===== src/rtl/ex_complete_arbiter.sv =====
// +-----------------------------------------------------------------------------+
// | Module      : ex_complete_arbiter                                           |
// | Description : Round-robin arbiter sharing the single EX->complete port       |
// |               between NUM_REQ requesters, with a one-entry output stage.     |
// |               Optional macro ARB_STATS_EN adds stall/grant counters.         |
// | Revision    : 1.0 - initial release                                         |
// +-----------------------------------------------------------------------------+
`default_nettype none

module ex_complete_arbiter #(
    parameter int NUM_REQ = 4,
    parameter int DATA_W  = 64,
    parameter int SRC_W   = 2
) (
    input  logic                      clock,
    input  logic                      reset,
    input  logic [NUM_REQ-1:0]        req_valid,
    input  logic [NUM_REQ*DATA_W-1:0] req_data,
    output logic [NUM_REQ-1:0]        req_ready,
    input  logic                      squash,
    output logic                      out_valid,
    output logic [DATA_W-1:0]         out_data,
    output logic [SRC_W-1:0]          out_src,
    input  logic                      out_ready
`ifdef ARB_STATS_EN
    ,
    output logic [31:0]               stall_cnt,
    output logic [NUM_REQ*32-1:0]     grant_cnt
`endif
);

    logic              r_out_valid;
    logic [DATA_W-1:0] r_out_data;
    logic [SRC_W-1:0]  r_out_src;
    logic [SRC_W-1:0]  r_rr_ptr;

    logic              w_slot_free;
    logic              w_grant_ok;
    logic              w_found;
    logic [SRC_W-1:0]  w_win;
    logic [SRC_W-1:0]  w_idx;
    logic              w_grant;

    assign w_slot_free = !r_out_valid || out_ready;
    assign w_grant_ok  = w_slot_free && !squash && !reset;

    // Scan from rr_ptr upward; SRC_W-bit addition wraps because NUM_REQ is a power of 2.
    always_comb begin
        w_found = 1'b0;
        w_win   = '0;
        w_idx   = '0;
        for (int k = 0; k < NUM_REQ; k++) begin
            w_idx = r_rr_ptr + SRC_W'(k);
            if (!w_found && req_valid[w_idx]) begin
                w_found = 1'b1;
                w_win   = w_idx;
            end
        end
    end

    assign w_grant   = w_grant_ok && w_found;
    assign req_ready = w_grant ? (NUM_REQ'(1) << w_win) : '0;

    always_ff @(posedge clock) begin
        if (reset) begin
            r_out_valid <= 1'b0;
            r_out_data  <= '0;
            r_out_src   <= '0;
            r_rr_ptr    <= '0;
        end else if (squash) begin
            r_out_valid <= 1'b0;
        end else if (w_grant) begin
            r_out_valid <= 1'b1;
            r_out_data  <= req_data[w_win*DATA_W +: DATA_W];
            r_out_src   <= w_win;
            r_rr_ptr    <= w_win + SRC_W'(1);
        end else if (r_out_valid && out_ready) begin
            r_out_valid <= 1'b0;
        end
    end

    assign out_valid = r_out_valid;
    assign out_data  = r_out_data;
    assign out_src   = r_out_src;

`ifdef ARB_STATS_EN
    logic [31:0] r_stall_cnt;

    always_ff @(posedge clock) begin
        if (reset) begin
            r_stall_cnt <= '0;
        end else if (!squash && r_out_valid && !out_ready && (r_stall_cnt != '1)) begin
            r_stall_cnt <= r_stall_cnt + 32'd1;
        end
    end

    assign stall_cnt = r_stall_cnt;

    for (genvar g = 0; g < NUM_REQ; g++) begin : g_grant_cnt
        logic [31:0] r_cnt;

        always_ff @(posedge clock) begin
            if (reset) begin
                r_cnt <= '0;
            end else if (!squash && w_grant && (w_win == SRC_W'(g)) && (r_cnt != '1)) begin
                r_cnt <= r_cnt + 32'd1;
            end
        end

        assign grant_cnt[g*32 +: 32] = r_cnt;
    end
`endif

endmodule

`default_nettype wire


===== config.mk =====
export PLATFORM = sky130hd
export DESIGN_NAME = ex_complete_arbiter
export DESIGN_NICKNAME = d
export VERILOG_FILES = /design/src/rtl/ex_complete_arbiter.sv
export SDC_FILE = /design/constraint.sdc
export NUM_CORES = 1
export LEC_CHECK = 0
export ABC_AREA = 1
export ABC_CLOCK_PERIOD_IN_PS = 5200
export CAP_MARGIN = 20
export CORE_AREA = 3 3 128 130
export CTS_CLUSTER_SIZE = 10
export DETAILED_ROUTE_END_ITERATION = 7
export DIE_AREA = 0 0 131 133
export PLACE_DENSITY = 0.74
export SETUP_SLACK_MARGIN = 0.3
export SLEW_MARGIN = 10
export SYNTH_ARGS = -nofsm -noshare
export SYNTH_HDL_FRONTEND = slang
export SYNTH_SLANG_ARGS = --single-unit

===== constraint.sdc =====
create_clock -name clock -period 5.2 [get_ports clock]
set_input_delay 0.78 -clock clock [delete_from_list [all_inputs] [get_ports clock]]
set_output_delay 0.78 -clock clock [all_outputs]
set_load 0.01 [all_outputs]

==> results of run 1 <==
## registers in the layout, indices dropped and copies added (netlist names)
name	flops
out_data	64
out_src	2
out_valid	1
r_rr_ptr	2
## critical path, delay by kind of cell
family        cells  cell delay [ns]
buf+inv           4             1.63
simple gates      7             1.02
## layout by cell type, fill, tap and decap left out, types with 4 or more instances in the layout
master	netlist	routed
buf_4	12	12
clkbuf_16	0	9
clkdlybuf4s50_1	0	334
clkinv_2	0	4
dfxtp_1	69	69
inv_1	41	41
nand2_1	317	317
nand3_1	166	166
nand4_1	53	53
nor2_1	138	138
o21ai_0	39	39
## through the flow
step	setup slack [ns]	power, uW	instances	hold slack [ns]
final	0.979	2730	1416	0.495
after global routing	0.725	2920	1416	0.522
after CTS	0.987	2750	1415	0.497
after detailed placement	0.997	2160	1399	0.489
after global placement	1.05	2150	1399	0.482
after floorplan	2.31	1610	915	0.490
## worst max path at each step
stage / startpoint / end / slack [ns]
floorplan: req_valid[1] / req_ready[0] / 2.31
global placement: req_valid[1] / out_data[21]$_SDFFE_PP0P_ / 1.05
detailed placement: req_valid[2] / out_data[53]$_SDFFE_PP0P_ / 1.0
CTS: req_valid[2] / req_ready[1] / 0.99
global route: req_valid[2] / req_ready[1] / 0.72
finish: req_valid[0] / req_ready[1] / 0.98
## where the power goes
| group | switching [uW] | total, uW | internal, uW |
|---|---|---|---|
| clock network | 249 | 583 | 334 |
| registers | 34.5 | 626 | 591 |
| logic | 920 | 1520 | 600 |
## routing by layer
metal / vias up / global-route usage, %
li1: 3540 / -
met1: 3064 / 27.7
met2: 275 / 41.9
met3: 38 / 6.82
met4: 0 / 8.91
met5: - / 0
## cell type report
class                      count  area (um^2)  share of cell area (%)
sequential                    69         1380                    15.8
timing repair buffer         347         3460                    39.5
clock inverter                 6         38.8                   0.443
tap                          211          264                    3.02
inverter                      46          174                    1.99
multi-input combinational    727         3200                    36.5
clock buffer                  10          239                    2.73
## cells by family after synthesis
family | synth area share (%)
AOI/OAI and AO/OA | 4.34
buffers and inverters | 10.5
and+or+nand+nor | 58.1
DFF | 27.1
==> reports/results.ini, run 1 <==
[yosys]
synth_edf_count=0
synth_top_area_share_pct=27.1
syn-num-nets=1179
synthMostInstantiatedCell=nand2_1
syn_avg_cell_area_um2=5.58
ys_types=23
synth_top_cell_by_area=dfxtp_1
synth.area.top_cells=dfxtp_1, nand2_1, nand3_1
netlist_area_mm2=0.00510
async_flop_share_pct=0
synth_cells=915
yosysWarnings=0
synth_common_cells=nand2_1, nand3_1, nor2_1, dfxtp_1, nand4_1
synthFlopType=dfxtp_1
synth-seq-cells=69
synth_seq_area_share_pct=27.1

[clocking]
cts_setup_buffers=0
post_cts_resized=0
cts_buffer_depth=2
htreeDepth=3
cts_inserted_buffers=9
hold_buffers=0
insertion_delay_ns=0.34
cts-root-buf=clkbuf_16
clock_sinks=69
path_clk_slew_ns=0.05
cts_tree=yes

[grt]
grt_overflow=0
grt_pass1_wl_um=33100
grt_max_degree=83
antenna_found_initial=0
grt_usage_pct=24.1
grt_pass1_vias=6367

[critical_path]
rrSetupSlack_ns=1.51
r2r_cells=16
cp_max_fo=54
end_kind=output port
cp_data_required_time_ns=4.42
critPathMaxStageDelay_ns=0.62
cp.arrival_ns=3.44
rr_endpoint=out_data[53]$_SDFFE_PP0P_
cp-start-kind=primary input
slowest_stage=clkdlybuf4s50_1
crit_type=in2out
r2r_start=r_rr_ptr[0]$_SDFFE_PP0P_
path_cells=clkdlybuf4s50_1, inv_1, nand2_1, nand3_1, nand2_1, nor2_2, nand3_2, buf_4, nand3_2, nor3_1, clkdlybuf4s50_1

[detailed_routing]
wire_per_inst_um=16.0
via_per_inst=4.88
wirelength_um=22600
wl_met3_um=1990
ant_nets=0
drc=0
wirelength_met1_um=8990
vias=6917
drt_iter0_markers=295
dr.pass1.iters=5
top_layer=met4
met2_length_um=11000

[layout]
nNetsFinal=1464
drive_above_1_share_pct=3.49
fin_area_mm2=0.00875
nFillCells=1517
antenna_cells=0
utilization_pct=57.4
area_delta_synth_final_pct=71.5

[run]
drv_cap=0

[timing]
tightest_slew_ns=0.922
finalSetupTns_ns=0
relSlewSlack_pct=38.4
drv_slew=0
final-setup-viol-count=0
period_needed_ns=4.22
skew_ns=0.00607
fin_crit_sh_pct=81.2
hold_viol=0
rsz0062_at_grt=false
fmax_mhz=237

[power_and_ir_drop]
p_per_area_mw_per_mm2=312
p_leak_uw=0.00385
vdd_drop_max_mv=0.189

[floorplan]
die_x_um=131
num_rows=45
fp.dieH_um=133
die-area_mm2=0.0174
ios=335
coreArea_mm2=0.0153
start_util_pct=33.5

[min_path]
whs_path_depth=2
hold_path.class=reg2reg
worstHoldStart=out_src[1]$_SDFFE_PP0P_
holdPathEnd=out_src[1]$_SDFFE_PP0P_

[place]
hpwl_um=16700
gp_congestion=0.903
io_buffer_count=334
placed_cell_area_mm2=0.00845

[outcome]
status=completed

Power figures use the tool's default switching activity.
==> inputs of run 2 (changes only) <==
ABC_CLOCK_PERIOD_IN_PS = 3860   (was 5200)
CORE_AREA = default   (was 3 3 128 130)
CORE_ASPECT_RATIO = 1.2   (was default)
CORE_MARGIN = 3   (was default)
CORE_UTILIZATION = 33   (was default)
DIE_AREA = default   (was 0 0 131 133)
PLACE_DENSITY = 0.78   (was 0.74)
clock period = 3.86 ns   (was 5.2 ns; I/O delays follow)
==> reports/results.ini, run 2 (synthesized netlist as in run 1, its figures left out) <==
[layout]
multi_input_comb_area_mm2=0.00320
largest_reg_flops=64
antenna_cells=0
nNetsFinal=1467
nFillCells=1540
regArea_mm2=0.00138
final_cell_mix=clkdlybuf4s50_1, nand2_1, nand3_1
fin_area_mm2=0.00879
layout_commonest_cell=clkdlybuf4s50_1
area_delta_synth_final_pct=72.3
drive_above_1_share_pct=3.73

[detailed_routing]
drc=0
via_per_inst=4.96
dr.pass1.iters=5
ant_nets=0
drt_iter0_markers=426
vias=7007
wirelength_um=21800
wire_per_inst_um=15.5

[timing]
finalSetupTns_ns=0
tightest_slew_ns=0.765
hold_viol=0
period_needed_ns=3.38
relSlewSlack_pct=49.0
final-setup-viol-count=0
holdWs_ns=0.478
fmax_mhz=296
skew_ns=0.0107
fin_crit_sh_pct=87.5
rsz0062_at_grt=false
drv_slew=0

[place]
hpwl_um=16100
io_buffer_count=334
gp_congestion=0.842
placed_cell_area_mm2=0.00846

[floorplan]
fp.dieH_um=142
start_util_pct=33.8
num_rows=49
ios=335
die_x_um=120
die-area_mm2=0.0170
coreArea_mm2=0.0151

[critical_path]
cp_data_required_time_ns=3.28
cp-start-kind=primary input
cp_max_fo=25
cp.arrival_ns=2.80
rrSetupSlack_ns=1.23
end_kind=output port
crit_type=in2out

[clocking]
cts_inserted_buffers=9
path_clk_slew_ns=0.06
cts-root-buf=clkbuf_16
hold_buffers=0
htreeDepth=3
cts_tree=yes
clock_sinks=69
cts_buffer_depth=2
cts_setup_buffers=0
insertion_delay_ns=0.33
post_cts_resized=0

[grt]
antenna_found_initial=1
grt_pass1_vias=6747
grt_max_degree=79
grt_usage_pct=24.4
grt_overflow=0
grt_pass1_wl_um=34000

[power_and_ir_drop]
p_leak_uw=0.00388
vdd_drop_max_mv=0.335
p_per_area_mw_per_mm2=425

[outcome]
status=completed

[min_path]
hold_path.class=reg2reg

[run]
drv_cap=0

## run 2: report_power, final
part | internal [uW] | switching [uW] | leakage [uW]
clock network | 553 | 312 | 0.000152
logic | 821 | 1200 | 0.00316
registers | 797 | 46.4 | 0.000568
## run 2: per-stage QoR
stage / std cells / setup WS, ns / utilization [%] / power (uW)
CTS: 1411 / 0.442 / 58.2 / 3760
global route: 1412 / 0.318 / 58.3 / 4010
floorplan: 915 / 1.37 / - / 2170
global placement: 1395 / 0.522 / 56.1 / 2860
finish: 1412 / 0.483 / 58.3 / 3730
detailed placement: 1395 / 0.467 / 56.1 / 2880
## run 2: cell type report
| type | count | area share [%] |
|---|---|---|
| Multi-Input combinational cell | 727 | 36.4 |
| Sequential cell | 69 | 15.7 |
| Timing Repair Buffer | 350 | 39.5 |
| Inverter | 46 | 1.99 |
| Clock buffer | 13 | 3.07 |
| Clock inverter | 3 | 0.484 |
| Tap cell | 204 | 2.90 |
## run 2: per-layer routing
| metal | GRT usage (%) | share of wire, % |
|---|---|---|
| met5 | 0 | 0.023 |
| met4 | 7.42 | 2.1 |
| met3 | 7.99 | 11 |
| met2 | 44.0 | 48 |
| met1 | 27.5 | 39 |
## run 2: worst paths after layout
kind,start,endpoint,depth (start not counted)
min reg2reg,out_src[1]$_SDFFE_PP0P_,out_src[1]$_SDFFE_PP0P_,2
max reg2reg,r_rr_ptr[0]$_SDFFE_PP0P_,out_data[60]$_SDFFE_PP0P_,15
max,req_valid[1],req_ready[1],10
min,out_src[1]$_SDFFE_PP0P_,out_src[1]$_SDFFE_PP0P_,2
## run 2: critical path, cell delays in order
cell	delay (ns)
clkdlybuf4s50_1	0.48
inv_1	0.05
nand2_1	0.09
nand3_1	0.10
nand2_1	0.12
nor2_2	0.06
nand3_1	0.11
nand3_4	0.28
nor3_1	0.32
clkdlybuf4s50_1	0.60
